$ cat src/rtl/lsu.sv
// Load/store unit: single outstanding request towards data memory.
// Formats load data and reports misaligned, illegal and timed-out accesses.
module lsu #(
    parameter int TIMEOUT_CYCLES = 15
) (
    input  logic        clk,
    input  logic        reset,
    input  logic        ip_req_valid,
    output logic        op_req_ready,
    input  logic        ip_req_wr,
    input  logic [2:0]  ip_req_funct3,
    input  logic [31:0] ip_req_addr,
    input  logic [31:0] ip_req_wdata,
    output logic        op_resp_valid,
    output logic [31:0] op_resp_rdata,
    output logic [1:0]  op_resp_err,
    output logic [31:0] op_data_addr,
    output logic        op_data_wr,
    output logic [3:0]  op_data_mask,
    output logic [31:0] op_data_to_dmem,
    output logic        op_data_rd,
    input  logic        ip_data_valid,
    input  logic [31:0] ip_data_from_dmem
);

    localparam int CW = $clog2(TIMEOUT_CYCLES + 1);

    typedef enum logic [1:0] {
        IDLE   = 2'd0,
        ACCESS = 2'd1,
        RESP   = 2'd2
    } state_t;

    state_t        state_q, state_d;
    logic [31:0]   addr_q, addr_d;
    logic [31:0]   wdata_q, wdata_d;
    logic [31:0]   rdata_q, rdata_d;
    logic          wr_q, wr_d;
    logic [2:0]    f3_q, f3_d;
    logic [1:0]    err_q, err_d;
    logic [CW-1:0] cnt_q, cnt_d;

    logic          req_illegal;
    logic          req_misal;
    logic [7:0]    ld_byte;
    logic [15:0]   ld_half;
    logic [31:0]   ld_fmt;

    // Request classification on the raw request inputs
    always_comb begin
        if (ip_req_wr) begin
            req_illegal = ip_req_funct3[2] || (ip_req_funct3[1:0] == 2'b11);
        end else begin
            req_illegal = (ip_req_funct3[1:0] == 2'b11) ||
                          (ip_req_funct3 == 3'b110);
        end
        req_misal = ((ip_req_funct3[1:0] == 2'b01) && ip_req_addr[0]) ||
                    ((ip_req_funct3[1:0] == 2'b10) &&
                     (ip_req_addr[1:0] != 2'b00));
    end

    always_comb begin
        ld_byte = ip_data_from_dmem[{addr_q[1:0], 3'b000} +: 8];
        ld_half = addr_q[1] ? ip_data_from_dmem[31:16]
                            : ip_data_from_dmem[15:0];
        case (f3_q)
            3'b000:  ld_fmt = {{24{ld_byte[7]}}, ld_byte};
            3'b001:  ld_fmt = {{16{ld_half[15]}}, ld_half};
            3'b100:  ld_fmt = {24'h0, ld_byte};
            3'b101:  ld_fmt = {16'h0, ld_half};
            default: ld_fmt = ip_data_from_dmem;
        endcase
    end

    always_ff @(posedge clk) begin
        if (reset) begin
            state_q <= IDLE;
            addr_q  <= '0;
            wdata_q <= '0;
            rdata_q <= '0;
            wr_q    <= 1'b0;
            f3_q    <= '0;
            err_q   <= '0;
            cnt_q   <= '0;
        end else begin
            state_q <= state_d;
            addr_q  <= addr_d;
            wdata_q <= wdata_d;
            rdata_q <= rdata_d;
            wr_q    <= wr_d;
            f3_q    <= f3_d;
            err_q   <= err_d;
            cnt_q   <= cnt_d;
        end
    end

    always_comb begin
        state_d = state_q;
        addr_d  = addr_q;
        wdata_d = wdata_q;
        rdata_d = rdata_q;
        wr_d    = wr_q;
        f3_d    = f3_q;
        err_d   = err_q;
        cnt_d   = cnt_q;
        case (state_q)
            IDLE: begin
                if (ip_req_valid) begin
                    addr_d  = ip_req_addr;
                    wdata_d = ip_req_wdata;
                    wr_d    = ip_req_wr;
                    f3_d    = ip_req_funct3;
                    cnt_d   = '0;
                    if (req_illegal) begin
                        state_d = RESP;
                        err_d   = 2'b11;
                        rdata_d = '0;
                    end else if (req_misal) begin
                        state_d = RESP;
                        err_d   = 2'b01;
                        rdata_d = '0;
                    end else begin
                        state_d = ACCESS;
                    end
                end
            end
            ACCESS: begin
                if (wr_q) begin
                    state_d = RESP;
                    err_d   = 2'b00;
                    rdata_d = '0;
                end else if (ip_data_valid) begin
                    state_d = RESP;
                    err_d   = 2'b00;
                    rdata_d = ld_fmt;
                end else begin
                    if (cnt_q != CW'(TIMEOUT_CYCLES)) begin
                        cnt_d = cnt_q + CW'(1);
                    end
                    // This cycle is the last one the load may wait
                    if (cnt_q >= CW'(TIMEOUT_CYCLES - 1)) begin
                        state_d = RESP;
                        err_d   = 2'b10;
                        rdata_d = '0;
                    end
                end
            end
            RESP:    state_d = IDLE;
            default: state_d = IDLE;
        endcase
    end

    always_comb begin
        op_req_ready    = (state_q == IDLE);
        op_resp_valid   = (state_q == RESP);
        op_resp_rdata   = rdata_q;
        op_resp_err     = err_q;
        op_data_addr    = '0;
        op_data_wr      = 1'b0;
        op_data_rd      = 1'b0;
        op_data_mask    = '0;
        op_data_to_dmem = '0;
        if (state_q == ACCESS) begin
            op_data_addr = {addr_q[31:2], 2'b00};
            op_data_wr   = wr_q;
            op_data_rd   = !wr_q;
            case (f3_q[1:0])
                2'b00: begin
                    op_data_mask    = 4'b0001 << addr_q[1:0];
                    op_data_to_dmem = {4{wdata_q[7:0]}};
                end
                2'b01: begin
                    op_data_mask    = 4'b0011 << addr_q[1:0];
                    op_data_to_dmem = {2{wdata_q[15:0]}};
                end
                default: begin
                    op_data_mask    = 4'b1111;
                    op_data_to_dmem = wdata_q;
                end
            endcase
        end
    end

endmodule

$ cat config.mk
export PLATFORM = sky130hd
export DESIGN_NAME = lsu
export DESIGN_NICKNAME = d
export VERILOG_FILES = /design/src/rtl/lsu.sv
export SDC_FILE = /design/constraint.sdc
export NUM_CORES = 1
export LEC_CHECK = 0
export BUFFER_PORTS_ARGS = -buffer_cell sky130_fd_sc_hd__buf_2
export CELL_PAD_IN_SITES_DETAIL_PLACEMENT = 1
export CELL_PAD_IN_SITES_GLOBAL_PLACEMENT = 1
export CORE_MARGIN = 2
export CORE_UTILIZATION = 30
export DETAILED_ROUTE_END_ITERATION = 10
export PLACE_DENSITY = 0.76
export SETUP_SLACK_MARGIN = 0.2
export SYNTH_ARGS = -nofsm -noshare
export SYNTH_HDL_FRONTEND = slang
export SYNTH_SLANG_ARGS = --single-unit
$ cat constraint.sdc
create_clock -name clk -period 4.73 [get_ports clk]
set_clock_uncertainty 0.15 [all_clocks]
set_input_delay 0.2365 -clock clk [delete_from_list [all_inputs] [get_ports clk]]
set_output_delay 0.2365 -clock clk [all_outputs]
set_load 0.01 [all_outputs]
# Yosys cells after proc, flatten, opt, wreduce, memory -nomap -nowiden
# Index checks and enable logic that the tools add are counted.
# W data, S select, Z words.
dict set report word_totals {
  ff_bits 108
  in_bits 104
  output_inout_bits 106
  elab_cells 80
}
dict set report classes {
  addsub 1
  n_lt_le_gt_ge 1
  n_eq_ne 17
  shifts 3
  muxes 35
  n_reduce_logical 15
}
# cell count
set ops {}
lappend ops {{$mux W32} 8}
lappend ops {{$pmux W32 S2} 2}
lappend ops {{$pmux W32 S4} 1}
lappend ops {{$shiftx A32 B6 Y8} 1}
lappend ops {{$mux W2} 11}
lappend ops {{$mux W4} 5}
lappend ops {{$mux W16} 1}
lappend ops {{$pmux W4 S2} 2}
lappend ops {{$eq A3 B3 Y1 const B} 3}
lappend ops {{$ne A2 B2 Y1 const B} 4}
lappend ops {{$ne A4 B4 Y1 const B} 2}
lappend ops {{$pmux W2 S2} 2}
lappend ops {{$eq A2 B1 Y1 const B} 3}
lappend ops {{$eq A2 B2 Y1 const B} 3}
lappend ops {{$reduce_and A5 Y1} 1}
lappend ops {{$add A4 B1 Y4 const B} 1}
lappend ops {{$ge A4 B4 Y1 const B} 1}
lappend ops {{$logic_not A2 Y1} 2}
lappend ops {{$reduce_and A2 Y1} 2}
lappend ops {{$reduce_and A4 Y1} 1}
lappend ops {{$reduce_bool A2 Y1} 2}
lappend ops {{$shl A1 B2 Y4 const A} 1}
lappend ops {{$shl A2 B2 Y4 const A} 1}
lappend ops {{$eq A3 B1 Y1 const B} 1}
lappend ops {{other kinds (6)} 11}

# Depth between registers and ports, before layout
dict set report depth {
  word_depth 7
  ltp_mapped 8
  mapped_depth_nobuf 6
}

# Least setup slack after synthesis
# OpenSTA, ideal clock, no wires.
dict set report synth_path {
  path_kind {register to register}
  start {register addr_q[1]}
  end {register rdata_q[22], in the netlist op_resp_rdata[22]}
  setup_ns 0.122
  arrival_ns 1.548
  t_required_ns 4.458
  setup_slack_ns 2.910
  path_stages_with_launch 7
  n_path_buf 2
  synth_period_minus_slack_ns 1.820
  cell_sequence {dfxtp_1 buf_2 mux2_2 mux2i_1 nor4_4 buf_4 a221o_1}
}
dict set report synth_between {
  elab_chain_len 5
  elab_cells_between_ends 6
}
# element line
set synth_lines {}
lappend synth_lines {{start: declaration} 35} ;# logic [31:0] addr_q, addr_d;
lappend synth_lines {{start signal: assignment} 87} ;# addr_q <= addr_d;
lappend synth_lines {{$shiftx A32 B6 Y8 or $mux W16 (tied branches)} {63, 64}}
lappend synth_lines {{$pmux W32 S4 *} 66} ;# case (f3_q)
lappend synth_lines {{$mux W32 *} 132} ;# end else if (ip_data_valid) begin
lappend synth_lines {{$mux W32 *} 128} ;# if (wr_q) begin
lappend synth_lines {{$pmux W32 S2 *} 106} ;# case (state_q)
lappend synth_lines {{end signal: assignment} 89} ;# rdata_q <= rdata_d;
lappend synth_lines {{end: declaration} 37} ;# logic [31:0] rdata_q, rdata_d;
# Every way passes the cells marked *; elsewhere a longest branch is shown, timed or not.
# A chain may end at the register's enable or synchronous reset.

# Worst setup path after layout
dict set report layout_path {
  start {register state_q[1]}
  end {register rdata_q[10], in the netlist op_resp_rdata[10]}
}
dict set report layout_between {
  elab_chain_len 3
  elab_cells_between_ends 8
}
# element line
set layout_lines {}
lappend layout_lines {{start: declaration} 34} ;# state_t state_q, state_d;
lappend layout_lines {{start signal: assignment} 86} ;# state_q <= state_d;
lappend layout_lines {{$eq A2 B1 Y1 or $logic_not A2 Y1 (tied branches)} 106}
lappend layout_lines {{$ne A4 B4 Y1 (no source line), or another cell as far along} -}
lappend layout_lines {{$reduce_and A4 Y1 (no source line)} -}
# Several ways; a longest one is shown, not always the timed one.

==> insert_results.sql <==
INSERT INTO impl_metrics (metric_group, metric, value, unit) VALUES
('sta', 'hold-worst-slack', '17.0', 'ps'),
('placement', 'gpl_wtd_cong', '0.765', ''),
('clock_tree', 'tritoncts', 'done', ''),
('yosys', 'ys.flop_type', 'dfxtp_1', ''),
('final_layout', 'fin_nets', '1003', ''),
('critical_path', 'setup.worst_path.class', 'reg -> reg', ''),
('global_route', 'number_of_antenna_violations_at_the_first_check_in_global_routing', '0', ''),
('floorplan', 'initial_core_util', '30.9', '%'),
('critical_path', 'critical_path.reg2reg.startpoint', 'state_q[1]', ''),
('final_layout', 'multi_input_comb_area', '2750', 'sq um'),
('critical_path', 'worst_r2r_endpoint', 'op_resp_rdata[10]', ''),
('sta', 'final_critical_delay_including_setup_and_external_delays', '2970', 'ps'),
('clock_tree', 'worstSkewPairLatency', '350', 'ps'),
('sta', 'max_freq', '337', 'MHz'),
('floorplan', 'floorplan.rows', '47', ''),
('routing', 'finalWirelength', '19300', 'microns'),
('placement', 'port_buffers', '207', ''),
('floorplan', 'core_area', '16700', 'sq um'),
('routing', 'ant_nets', '0', ''),
('routing', 'detail_route.iter0.violations', '267', ''),
('clock_tree', 'cts_root_buffer_type', 'clkbuf_16', ''),
('clock_tree', 'numCtsBuffers', '9', ''),
('yosys', 'synth_largest_area_cell', 'dfxtp_1', ''),
('pwr', 'peakVddDrop', '197', 'uV'),
('sta', 'slew-limit-headroom', '28.0', '%'),
('critical_path', 'timing.critical_path.from_type', 'register', ''),
('sta', 'tightestPinTransition', '1080', 'ps'),
('pwr', 'p_per_area', '294', 'nW/um^2'),
('min_path', 'hp-start', 'ip_data_from_dmem[29]', ''),
('final_layout', 'final_layout_size_suffix_gt1_share', '27.2', '%'),
('final_layout', 'num-fill-cells', '2082', ''),
('yosys', 'yosys.area.top_type_share', '41.8', '%'),
('yosys', 'synth-edff-count', '0', ''),
('sta', 'post-route-period-util', '62.8', '%'),
('yosys', 'post_synth_cell_types', '47', ''),
('floorplan', 'fp.dieArea', '18300', 'sq um'),
('floorplan', 'boundaryPins', '210', ''),
('critical_path', 'r2r_slack', '1760', 'ps'),
('min_path', 'hold-path-endpoint', 'op_resp_rdata[29]', ''),
('yosys', 'synth-seq-area-share', '41.8', '%'),
('critical_path', 'critical_path.endpoint_type', 'register', ''),
('yosys', 'netlist_top_cells_area', 'dfxtp_1, nand2_1, a21oi_1', ''),
('yosys', 'flop_and_latch_count_out_of_synthesis', '108', ''),
('sta', 'final-setup-viol-count', '0', ''),
('status', 'status', 'complete, no violations', ''),
('pwr', 'p_leak', '3.25', 'nW'),
('clock_tree', 'cts_sinks', '108', ''),
('flow_run', 'cap_violations', '0', ''),
('sta', 'drv_slew', '0', ''),
('global_route', 'grt_use_total', '21.0', '%'),
('clock_tree', 'clockBufferDepth', '2', ''),
('routing', 'num_vias', '5572', ''),
('sta', 'final_setup_tns', '0', 'ps'),
('yosys', 'syn_area', '5170', 'sq um'),
('min_path', 'min_path_type', 'in -> reg', ''),
('critical_path', 'critical_path_arrival', '3090', 'ps'),
('floorplan', 'fp.dieH', '135', 'microns'),
('min_path', 'whs_path_depth', '2', ''),
('final_layout', 'antenna_cells', '0', ''),
('routing', 'route.detailed.wl_per_inst', '17.2', 'microns'),
('yosys', 'synth_instances', '655', ''),
('floorplan', 'die_x', '135', 'microns'),
('global_route', 'grt_start_max_net_pins', '78', ''),
('global_route', 'wire_length_of_the_first_global_routing_pass', '30400', 'microns'),
('sta', 'hold_violations', '0', ''),
('clock_tree', 'h-tree-depth', '3', ''),
('critical_path', 'worst_r2r_path_depth', '6', ''),
('yosys', 'synth_async_sr_flop_share', '0', '%'),
('final_layout', 'synthToLayoutAreaGrowth', '41.4', '%'),
('routing', 'vias_per_cell', '4.97', ''),
('global_route', 'first_global_vias', '5730', ''),
('final_layout', 'sequential_cell_area', '2160', 'sq um'),
('yosys', 'ys.warnings.count', '0', ''),
('clock_tree', 'cts.clk_slew.worst_paths', '70', 'ps'),
('routing', 'post-route-drc-count', '0', ''),
('clock_tree', 'ctsResizeCount', '0', ''),
('sta', 'grt_setup_unrepaired', 'no', ''),
('yosys', 'synth.avg_cell_area', '7.89', 'sq um'),
('placement', 'detailed_place_hpwl', '12700', 'microns'),
('critical_path', 'cp.required', '4850', 'ps'),
('critical_path', 'critical_path_peak_fanout', '33', ''),
('global_route', 'globalRouteOverflowTotal', '0', ''),
('routing', 'drt-pass1-iter-count', '4', '');
==> power by group <==
part,switching (W),internal (W)
combinational,0.000211,0.000161
sequential,0.0000431,0.000956
clock,0.000349,0.000424
==> metal layers <==
layer  routed length (microns)  share of wire (%)  up-vias  global-route usage, %
li1                          -                  -     2704                      -
met1                      8240                 43     2669                   25.2
met2                      9440                 49      181                   37.1
met3                      1400                7.3       18                   6.29
met4                       242                1.3        0                   4.63
met5                         0                  0        -                      0
==> cells by family (layout without fill, tap and decap cells) <==
family / count (synthesis) / in the layout / synth area share, %
compound gates: 175 / 175 / 21.8
buf+inv: 59 / 304 / 5.18
flops: 108 / 108 / 41.8
simple gates: 285 / 285 / 25.8
fa+ha+maj: 2 / 2 / 0.484
mux: 23 / 23 / 4.50
other cells: 1 / 2 / 0.0726
xor+xnor: 2 / 2 / 0.339
==> cell type report <==
type                            instances  area share [%]
Timing Repair Buffer                  285            24.7
Multi-Input combinational cell        489            37.6
Clock buffer                           10            3.27
Tap cell                              220            3.77
Sequential cell                       108            29.6
Inverter                                4           0.206
Clock inverter                          5           0.856
==> flip-flops by register name, summed over array words and instances (netlist names) <==
| name | count |
|---|---|
| op_resp_rdata | 32 |
| cnt_q | 4 |
| op_resp_err | 2 |
| f3_q | 3 |
| wr_q | 1 |
| state_q | 2 |
| addr_q | 32 |
| wdata_q | 32 |
==> worst max path at each step <==
stage / start / to / slack, ps / cells after the start
6_report: state_q[1] / op_resp_rdata[10] / 1760 / 6
5_1_grt: state_q[1] / op_resp_rdata[10] / 1530 / 6
4_1_cts: state_q[1] / op_resp_rdata[10] / 1720 / 6
3_5_place_dp: state_q[1] / op_resp_rdata[12] / 1740 / 6
3_3_place_gp: state_q[1] / op_resp_rdata[10] / 1810 / 6
2_1_floorplan: addr_q[1] / op_resp_rdata[22] / 2910 / 6
==> cell usage in the layout (no fill, tap or decap), drive strengths merged, types with 4 or more instances in the layout <==
master / Yosys / routed
a211o: 6 / 6
o2bb2ai: 13 / 13
dfxtp: 108 / 108
nand3b: 7 / 7
a21oi: 103 / 103
o21ai: 17 / 17
a211oi: 7 / 7
mux2i: 21 / 21
dlygate4sd3: 0 / 72
clkbuf: 31 / 10
buf: 24 / 213
and2: 40 / 40
nor2: 40 / 40
nor3: 5 / 5
inv: 4 / 4
a221o: 17 / 17
nor2b: 11 / 11
nand2: 172 / 172
==> timing repair <==
| item | CTS | global route |
|---|---|---|
| buffers inserted | 0 | 0 |
| hold endpoints to repair | 72 | 0 |
| hold buffers | 72 | 0 |
==> critical path: stages (launching register included) <==
cell       delay [ps]
dfxtp_1           360
nand2b_2          580
nor3_4            390
a221oi_4          130
nor2_2            840
buf_4             300
o2bb2ai_1         130
==> synthesized netlist by cell type (2+ instances only) <==
library cell  number
mux2i_1           21
a211oi_1           7
xor2_1             2
dfxtp_1          108
o22ai_1            2
mux2_2             2
o2bb2ai_1         13
a221o_1           17
buf_6              3
inv_1              4
buf_4              3
o21ai_0           17
nand2b_1           2
nand2_1          172
nand3b_1           6
buf_1              8
clkbuf_1          31
a21oi_1          103
nor2b_1           11
and2_1            40
a211o_1            6
buf_2             10
nor3_1             4
a21o_1             2
ha_1               2
nor2_1            38
==> metrics by stage <==
step | worst slack [ps] | power (W) | std cells | area (sq um) | utilization, %
after floorplan | 2910 | 0.00122 | 656 | 5170 | -
after global placement | 1810 | 0.00134 | 1034 | 6280 | 37.6
after detailed placement | 1740 | 0.00134 | 1034 | 6280 | 37.6
after CTS | 1720 | 0.00217 | 1121 | 7300 | 43.7
after global routing | 1530 | 0.00225 | 1121 | 7300 | 43.7
final | 1760 | 0.00215 | 1121 | 7300 | 43.7
(Power assumes the default switching activity.)
